===== config.mk =====
export PLATFORM = sky130hd
export DESIGN_NAME = wb_arbiter_flat
export DESIGN_NICKNAME = d
export VERILOG_FILES = /design/src/rtl/wb_arbiter_if.sv /design/src/rtl/wb_arbiter.sv /design/src/flat_wrapper.sv
export SDC_FILE = /design/constraint.sdc
export NUM_CORES = 1
export LEC_CHECK = 0
export CORE_ASPECT_RATIO = 1.25
export CORE_UTILIZATION = 45
export DETAILED_ROUTE_END_ITERATION = 12
export DONT_BUFFER_PORTS = 1
export PLACE_DENSITY = 0.57
export SLEW_MARGIN = 5
export SYNTH_ARGS = -nofsm -noshare
export SYNTH_HDL_FRONTEND = slang
export SYNTH_SLANG_ARGS = --single-unit

===== constraint.sdc =====
create_clock -name clk -period 4.8 [get_ports clk]
set_input_delay 1.44 -clock clk [delete_from_list [all_inputs] [get_ports clk]]
set_output_delay 1.44 -clock clk [all_outputs]
set_load 0.005 [all_outputs]

===== src/rtl/wb_arbiter_if.sv =====
// Write-port bus bundle between the pipeline, the long-latency unit, the arbiter and the register file.
interface wb_arbiter_if #(
  parameter int unsigned DATA_WIDTH = 32
);
  logic                  pipe_wr_en;
  logic [4:0]            pipe_wr_addr;
  logic [DATA_WIDTH-1:0] pipe_wr_data;
  logic                  lu_valid;
  logic                  lu_ready;
  logic [4:0]            lu_wr_addr;
  logic [DATA_WIDTH-1:0] lu_wr_data;
  logic                  rf_wr_en;
  logic [4:0]            rf_wr_addr;
  logic [DATA_WIDTH-1:0] rf_wr_data;

  // Arbiter side
  modport slave (
    input  pipe_wr_en, pipe_wr_addr, pipe_wr_data,
    input  lu_valid, lu_wr_addr, lu_wr_data,
    output lu_ready,
    output rf_wr_en, rf_wr_addr, rf_wr_data
  );

  // Sources and register-file side
  modport master (
    output pipe_wr_en, pipe_wr_addr, pipe_wr_data,
    output lu_valid, lu_wr_addr, lu_wr_data,
    input  lu_ready,
    input  rf_wr_en, rf_wr_addr, rf_wr_data
  );
endinterface


===== src/rtl/wb_arbiter.sv =====
// Register-file write-port arbiter: pipeline write-back has priority, long-latency
// results are bypassed when possible or queued in order and drained into idle slots.
module wb_arbiter #(
  parameter int unsigned DATA_WIDTH = 32,
  parameter int unsigned FIFO_DEPTH = 4
) (
  input  logic                          clk,
  input  logic                          rst_n,
  wb_arbiter_if.slave                   bus,
  output logic [31:0]                   pending_mask,
  output logic [$clog2(FIFO_DEPTH):0]   fifo_count,
  output logic                          waw_err
);

  localparam int unsigned PTR_W = $clog2(FIFO_DEPTH);
  localparam int unsigned CNT_W = PTR_W + 1;

  typedef struct packed {
    logic [4:0]            addr;
    logic [DATA_WIDTH-1:0] data;
  } entry_t;

  entry_t                mem_q [FIFO_DEPTH];
  logic [FIFO_DEPTH-1:0] valid_q;
  logic [PTR_W-1:0]      wr_ptr_q;
  logic [PTR_W-1:0]      rd_ptr_q;

  logic pipe_used;
  logic fifo_empty;
  logic lu_xfer;
  logic lu_nonzero;
  logic pop;
  logic bypass;
  logic push;

  // Handshake depends only on registered occupancy
  assign bus.lu_ready = rst_n && (fifo_count != CNT_W'(FIFO_DEPTH));

  assign pipe_used  = rst_n && bus.pipe_wr_en && (bus.pipe_wr_addr != 5'd0);
  assign fifo_empty = (fifo_count == '0);
  assign lu_xfer    = bus.lu_valid && bus.lu_ready;
  assign lu_nonzero = (bus.lu_wr_addr != 5'd0);
  assign pop        = rst_n && !pipe_used && !fifo_empty;
  assign bypass     = !pipe_used && fifo_empty && lu_xfer && lu_nonzero;
  assign push       = lu_xfer && lu_nonzero && !bypass;

  // Write-port mux, fixed priority: pipeline, FIFO head, bypass
  always_comb begin
    bus.rf_wr_en   = 1'b0;
    bus.rf_wr_addr = 5'd0;
    bus.rf_wr_data = '0;
    if (pipe_used) begin
      bus.rf_wr_en   = 1'b1;
      bus.rf_wr_addr = bus.pipe_wr_addr;
      bus.rf_wr_data = bus.pipe_wr_data;
    end else if (pop) begin
      bus.rf_wr_en   = 1'b1;
      bus.rf_wr_addr = mem_q[rd_ptr_q].addr;
      bus.rf_wr_data = mem_q[rd_ptr_q].data;
    end else if (bypass) begin
      bus.rf_wr_en   = 1'b1;
      bus.rf_wr_addr = bus.lu_wr_addr;
      bus.rf_wr_data = bus.lu_wr_data;
    end
  end

  // Pending mask from queued entries only
  always_comb begin
    pending_mask = '0;
    for (int i = 0; i < int'(FIFO_DEPTH); i++) begin
      if (valid_q[i]) pending_mask[mem_q[i].addr] = 1'b1;
    end
  end

  // FIFO storage, pointers and occupancy; push and pop never hit the same slot
  always_ff @(posedge clk or negedge rst_n) begin
    if (!rst_n) begin
      for (int i = 0; i < int'(FIFO_DEPTH); i++) mem_q[i] <= '0;
      valid_q    <= '0;
      wr_ptr_q   <= '0;
      rd_ptr_q   <= '0;
      fifo_count <= '0;
    end else begin
      if (push) begin
        mem_q[wr_ptr_q]   <= '{addr: bus.lu_wr_addr, data: bus.lu_wr_data};
        valid_q[wr_ptr_q] <= 1'b1;
        wr_ptr_q          <= wr_ptr_q + PTR_W'(1);
      end
      if (pop) begin
        valid_q[rd_ptr_q] <= 1'b0;
        rd_ptr_q          <= rd_ptr_q + PTR_W'(1);
      end
      fifo_count <= fifo_count + CNT_W'(push) - CNT_W'(pop);
    end
  end

  // Sticky write-after-write violation flag
  always_ff @(posedge clk or negedge rst_n) begin
    if (!rst_n) begin
      waw_err <= 1'b0;
    end else if (pipe_used && pending_mask[bus.pipe_wr_addr]) begin
      waw_err <= 1'b1;
    end
  end

endmodule


===== src/flat_wrapper.sv =====
// flat-port wrapper written by rule: the top's interface ports become plain ports
module wb_arbiter_flat 
#(
  parameter int unsigned DATA_WIDTH = 32,
  parameter int unsigned FIFO_DEPTH = 4
)
  (clk, rst_n, pending_mask, fifo_count, waw_err, bus_pipe_wr_en, bus_pipe_wr_addr, bus_pipe_wr_data, bus_lu_valid, bus_lu_wr_addr, bus_lu_wr_data, bus_lu_ready, bus_rf_wr_en, bus_rf_wr_addr, bus_rf_wr_data);
  wb_arbiter_if #(.DATA_WIDTH(DATA_WIDTH)) bus_i ();
  input  logic clk;
  input  logic rst_n;
  output logic [31:0] pending_mask;
  output logic [$clog2(FIFO_DEPTH):0] fifo_count;
  output logic waw_err;
  input wire logic [$bits(bus_i.pipe_wr_en)-1:0] bus_pipe_wr_en;
  input wire logic [$bits(bus_i.pipe_wr_addr)-1:0] bus_pipe_wr_addr;
  input wire logic [$bits(bus_i.pipe_wr_data)-1:0] bus_pipe_wr_data;
  input wire logic [$bits(bus_i.lu_valid)-1:0] bus_lu_valid;
  input wire logic [$bits(bus_i.lu_wr_addr)-1:0] bus_lu_wr_addr;
  input wire logic [$bits(bus_i.lu_wr_data)-1:0] bus_lu_wr_data;
  output wire logic [$bits(bus_i.lu_ready)-1:0] bus_lu_ready;
  output wire logic [$bits(bus_i.rf_wr_en)-1:0] bus_rf_wr_en;
  output wire logic [$bits(bus_i.rf_wr_addr)-1:0] bus_rf_wr_addr;
  output wire logic [$bits(bus_i.rf_wr_data)-1:0] bus_rf_wr_data;
  assign bus_i.pipe_wr_en = bus_pipe_wr_en;
  assign bus_i.pipe_wr_addr = bus_pipe_wr_addr;
  assign bus_i.pipe_wr_data = bus_pipe_wr_data;
  assign bus_i.lu_valid = bus_lu_valid;
  assign bus_i.lu_wr_addr = bus_lu_wr_addr;
  assign bus_i.lu_wr_data = bus_lu_wr_data;
  assign bus_lu_ready = bus_i.lu_ready;
  assign bus_rf_wr_en = bus_i.rf_wr_en;
  assign bus_rf_wr_addr = bus_i.rf_wr_addr;
  assign bus_rf_wr_data = bus_i.rf_wr_data;
  wb_arbiter #(.DATA_WIDTH(DATA_WIDTH), .FIFO_DEPTH(FIFO_DEPTH)) u_core (.clk(clk), .rst_n(rst_n), .bus(bus_i), .pending_mask(pending_mask), .fifo_count(fifo_count), .waw_err(waw_err));
endmodule

==> impl_metrics.yaml <==
logic_synthesis:
  syn-num-nets: 865
  synthDistinctLibCells: 72
  synth.area.mux_share_pct: 29.9
  synth_area_sq_mm: 0.00962
  ys_ff_latch: 160
  netlist.area_leader.share_pct: 41.6
  synth_compound_gate_area_share_pct: 11.9
  seq_area_frac_synth_pct: 41.6
  synth_edf_count: 0
  ys_async_sr_fraction_pct: 100
  synth_top_family_by_area: "multiplexers"
  synthXorXnorAreaFrac_pct: 0.364
  ys.flop_type: "dfrtp_1"
  ys_warn_count: 0
  synth_top_area_cell: "dfrtp_1"
  synth.avg_cell_area_sq_um: 12.4
  synth-simple-area-share_pct: 9.97
  synth_top_cells_by_area: "dfrtp_1 (42%), mux2_4 (12%), mux4_2 (9.1%)"
  syn_inst: 776
  synth_fa_ha_area_share_pct: 1.51
worst_setup_path:
  crit_top_cell: "nor4b_4"
  cp-end-kind: "output pin"
  setup.worst_path.class: "in2out"
  worstPathCellList: "nor2_2 -> nor4b_4 -> nor2_4 -> nor4b_4 -> and2_1 -> buf_4 -> a22oi_1 -> o21ai_0"
  cp.required_ps: 3360
  slowest_stage: "nor4b_4"
  cp.arrival_ps: 3110
  startpoint_type: "primary input"
  r2r_slack_ps: 2010
  cp_max_fo: 13
  critPathMaxStageDelay_ps: 330
worst_hold_path:
  hold_class: "reg2reg"
drt:
  viasPerCell: 6.42
  routedWlPerCell_microns: 26.1
  via_count: 6623
  firstDrtPassIters: 5
  drtIter0Drc: 468
  drt-total-wl_mm: 27.0
  remaining_drc_errors: 0
  ant_nets: 0
floorplan:
  die-area_sq_mm: 0.0220
  die_h_microns: 165
  start_util_pct: 46.0
  num_rows: 59
  core_area_sq_mm: 0.0209
  ioPinCount: 153
  die-width_microns: 133
finish:
  drive_above_1_share_pct: 34.8
  final_common_cell: "dfrtp_1"
  nFillCells: 1846
  n_antenna_cell: 0
  final_cell_mix: "dfrtp_1 (158), mux2_4 (76), mux2_2 (75), nand2_1 (51), a22oi_1 (43)"
  nets: 836
  area_delta_synth_final_pct: 7.73
status:
  status: "completed"
clocking:
  cts_buffer_depth: 2
  clock_sinks: 160
  root_buffer: "clkbuf_16"
  path_clk_slew_ps: 60
  post_cts_buffers: 0
  ctsHoldBuffers: 0
  cts_buffers: 17
  cts_resized: 0
  clock_latency_ps: 430
  htree_num_levels: 4
  cts_tree: "yes"
timing:
  setup_tns_ps: 0
  final_hold_viol_count: 0
  rsz0062_at_grt: "false"
  finalSetupViolCount: 0
  relSlewSlack_pct: 53.0
  finalCriticalPeriod_ps: 4550
  skew_ps: 13.3
  tightest_slew_ps: 705
  fmax_ghz: 0.220
  slew_violations: 0
  min_period_over_period_pct: 94.8
grt:
  track_usage_pct: 25.3
  antenna_found_initial: 0
  overflow: 0
  grt_max_degree: 165
  grt_pass1_vias: 6967
  grt_pass1_wl_mm: 41.6
flow_run:
  drv_cap: 0
pwr:
  p_leak_uw: 0.00451
  ir_worst_vdd_uv: 346
  power_uw: 6970
  powerDensity_mw_per_mm2: 673
place:
  gp_congestion: 0.933
  dp_hpwl_mm: 18.8
  numPortBuffers: 0
cells in the mapped netlist, types with 9 or more instances:
| cell | number |
|---|---|
| nor2_1 | 21 |
| nor3_1 | 10 |
| mux4_2 | 39 |
| mux2_2 | 75 |
| inv_1 | 17 |
| buf_6 | 12 |
| mux2_4 | 76 |
| o21ai_0 | 11 |
| ha_1 | 10 |
| dfrtp_1 | 160 |
| nand2_1 | 55 |
| a22oi_1 | 43 |
| clkbuf_1 | 22 |
| buf_2 | 22 |
| o21ai_1 | 31 |
| o22ai_1 | 30 |
| a221o_1 | 9 |
layer usage:
layer	part of all wire, %	up-vias	routed length [microns]	GRT usage (%)
li1	-	2889	-	-
met1	42	3442	11200	31.0
met2	51	249	13800	44.8
met3	4.9	43	1320	4.40
met4	2.5	0	661	9.40
met5	0	-	0	0
layout make-up:
cell class	count	area [sq um]	area share, %
multi-input combinational	534	5180	50.0
sequential	160	4010	38.7
timing repair buffer	16	183	1.76
clock buffer	17	425	4.11
tap	274	343	3.31
inverter	18	67.6	0.652
clock inverter	13	155	1.50
kinds of logic (layout without fill, tap and decap cells):
logic type / Yosys count / count (layout)
muxes: 191 / 191
and+or+nand+nor: 166 / 166
AOI/OAI and AO/OA: 162 / 162
DFF: 160 / 160
buffers and inverters: 82 / 64
adders and majority gates: 11 / 11
xor gates and xnor gates: 4 / 4
flip-flops by register name, indices dropped and copies added (netlist names):
name,cells
u_core.fifo_count,3
u_core.mem_q,148
u_core.rd_ptr_q,2
u_core.valid_q,4
u_core.waw_err,1
u_core.wr_ptr_q,2
power by group:
group	internal (uW)	switching [uW]	total, uW	leakage (uW)
clock network	773	586	1360	0.000275
logic	1660	1210	2870	0.00230
registers	2020	733	2750	0.00193
total	4450	2520	6970	0.00451
per-stage QoR:
| step | hold slack (ps) | util [%] | worst slack, ps | cell area [sq um] | instances |
|---|---|---|---|---|---|
| floorplan | 460 | - | 348 | 9620 | 776 |
| global placement | 481 | 46.8 | 295 | 9780 | 1002 |
| detailed placement | 489 | 46.8 | 249 | 9780 | 1002 |
| CTS | 506 | 49.6 | 246 | 10400 | 1032 |
| global route | 514 | 49.6 | 105 | 10400 | 1032 |
| finish | 503 | 49.6 | 248 | 10400 | 1032 |
worst max-delay path, delay by kind of cell:
| family | cells | cell delay [ps] |
|---|---|---|
| buf+inv | 1 | 230 |
| compound gates | 2 | 360 |
| simple gates | 5 | 1080 |
final timing paths:
| kind | from | to | depth (start not counted) |
|---|---|---|---|
| worst max-delay path | bus_pipe_wr_addr[2] | bus_rf_wr_data[13] | 8 |
| worst min-delay path | u_core.mem_q[49]$_DFFE_PN0P_ | u_core.mem_q[49]$_DFFE_PN0P_ | 1 |
| worst max register to register | u_core.fifo_count[2]$_DFF_PN0_ | u_core.fifo_count[2]$_DFF_PN0_ | 8 |
| worst min register to register | u_core.mem_q[49]$_DFFE_PN0P_ | u_core.mem_q[49]$_DFFE_PN0P_ | 1 |
| max in group asynchronous | rst_n | u_core.wr_ptr_q[0]$_DFFE_PN0N_ | 0 |
| min in group asynchronous | rst_n | u_core.mem_q[14]$_DFFE_PN0P_ | 0 |
No activity file was read; power rests on OpenSTA's default activity.
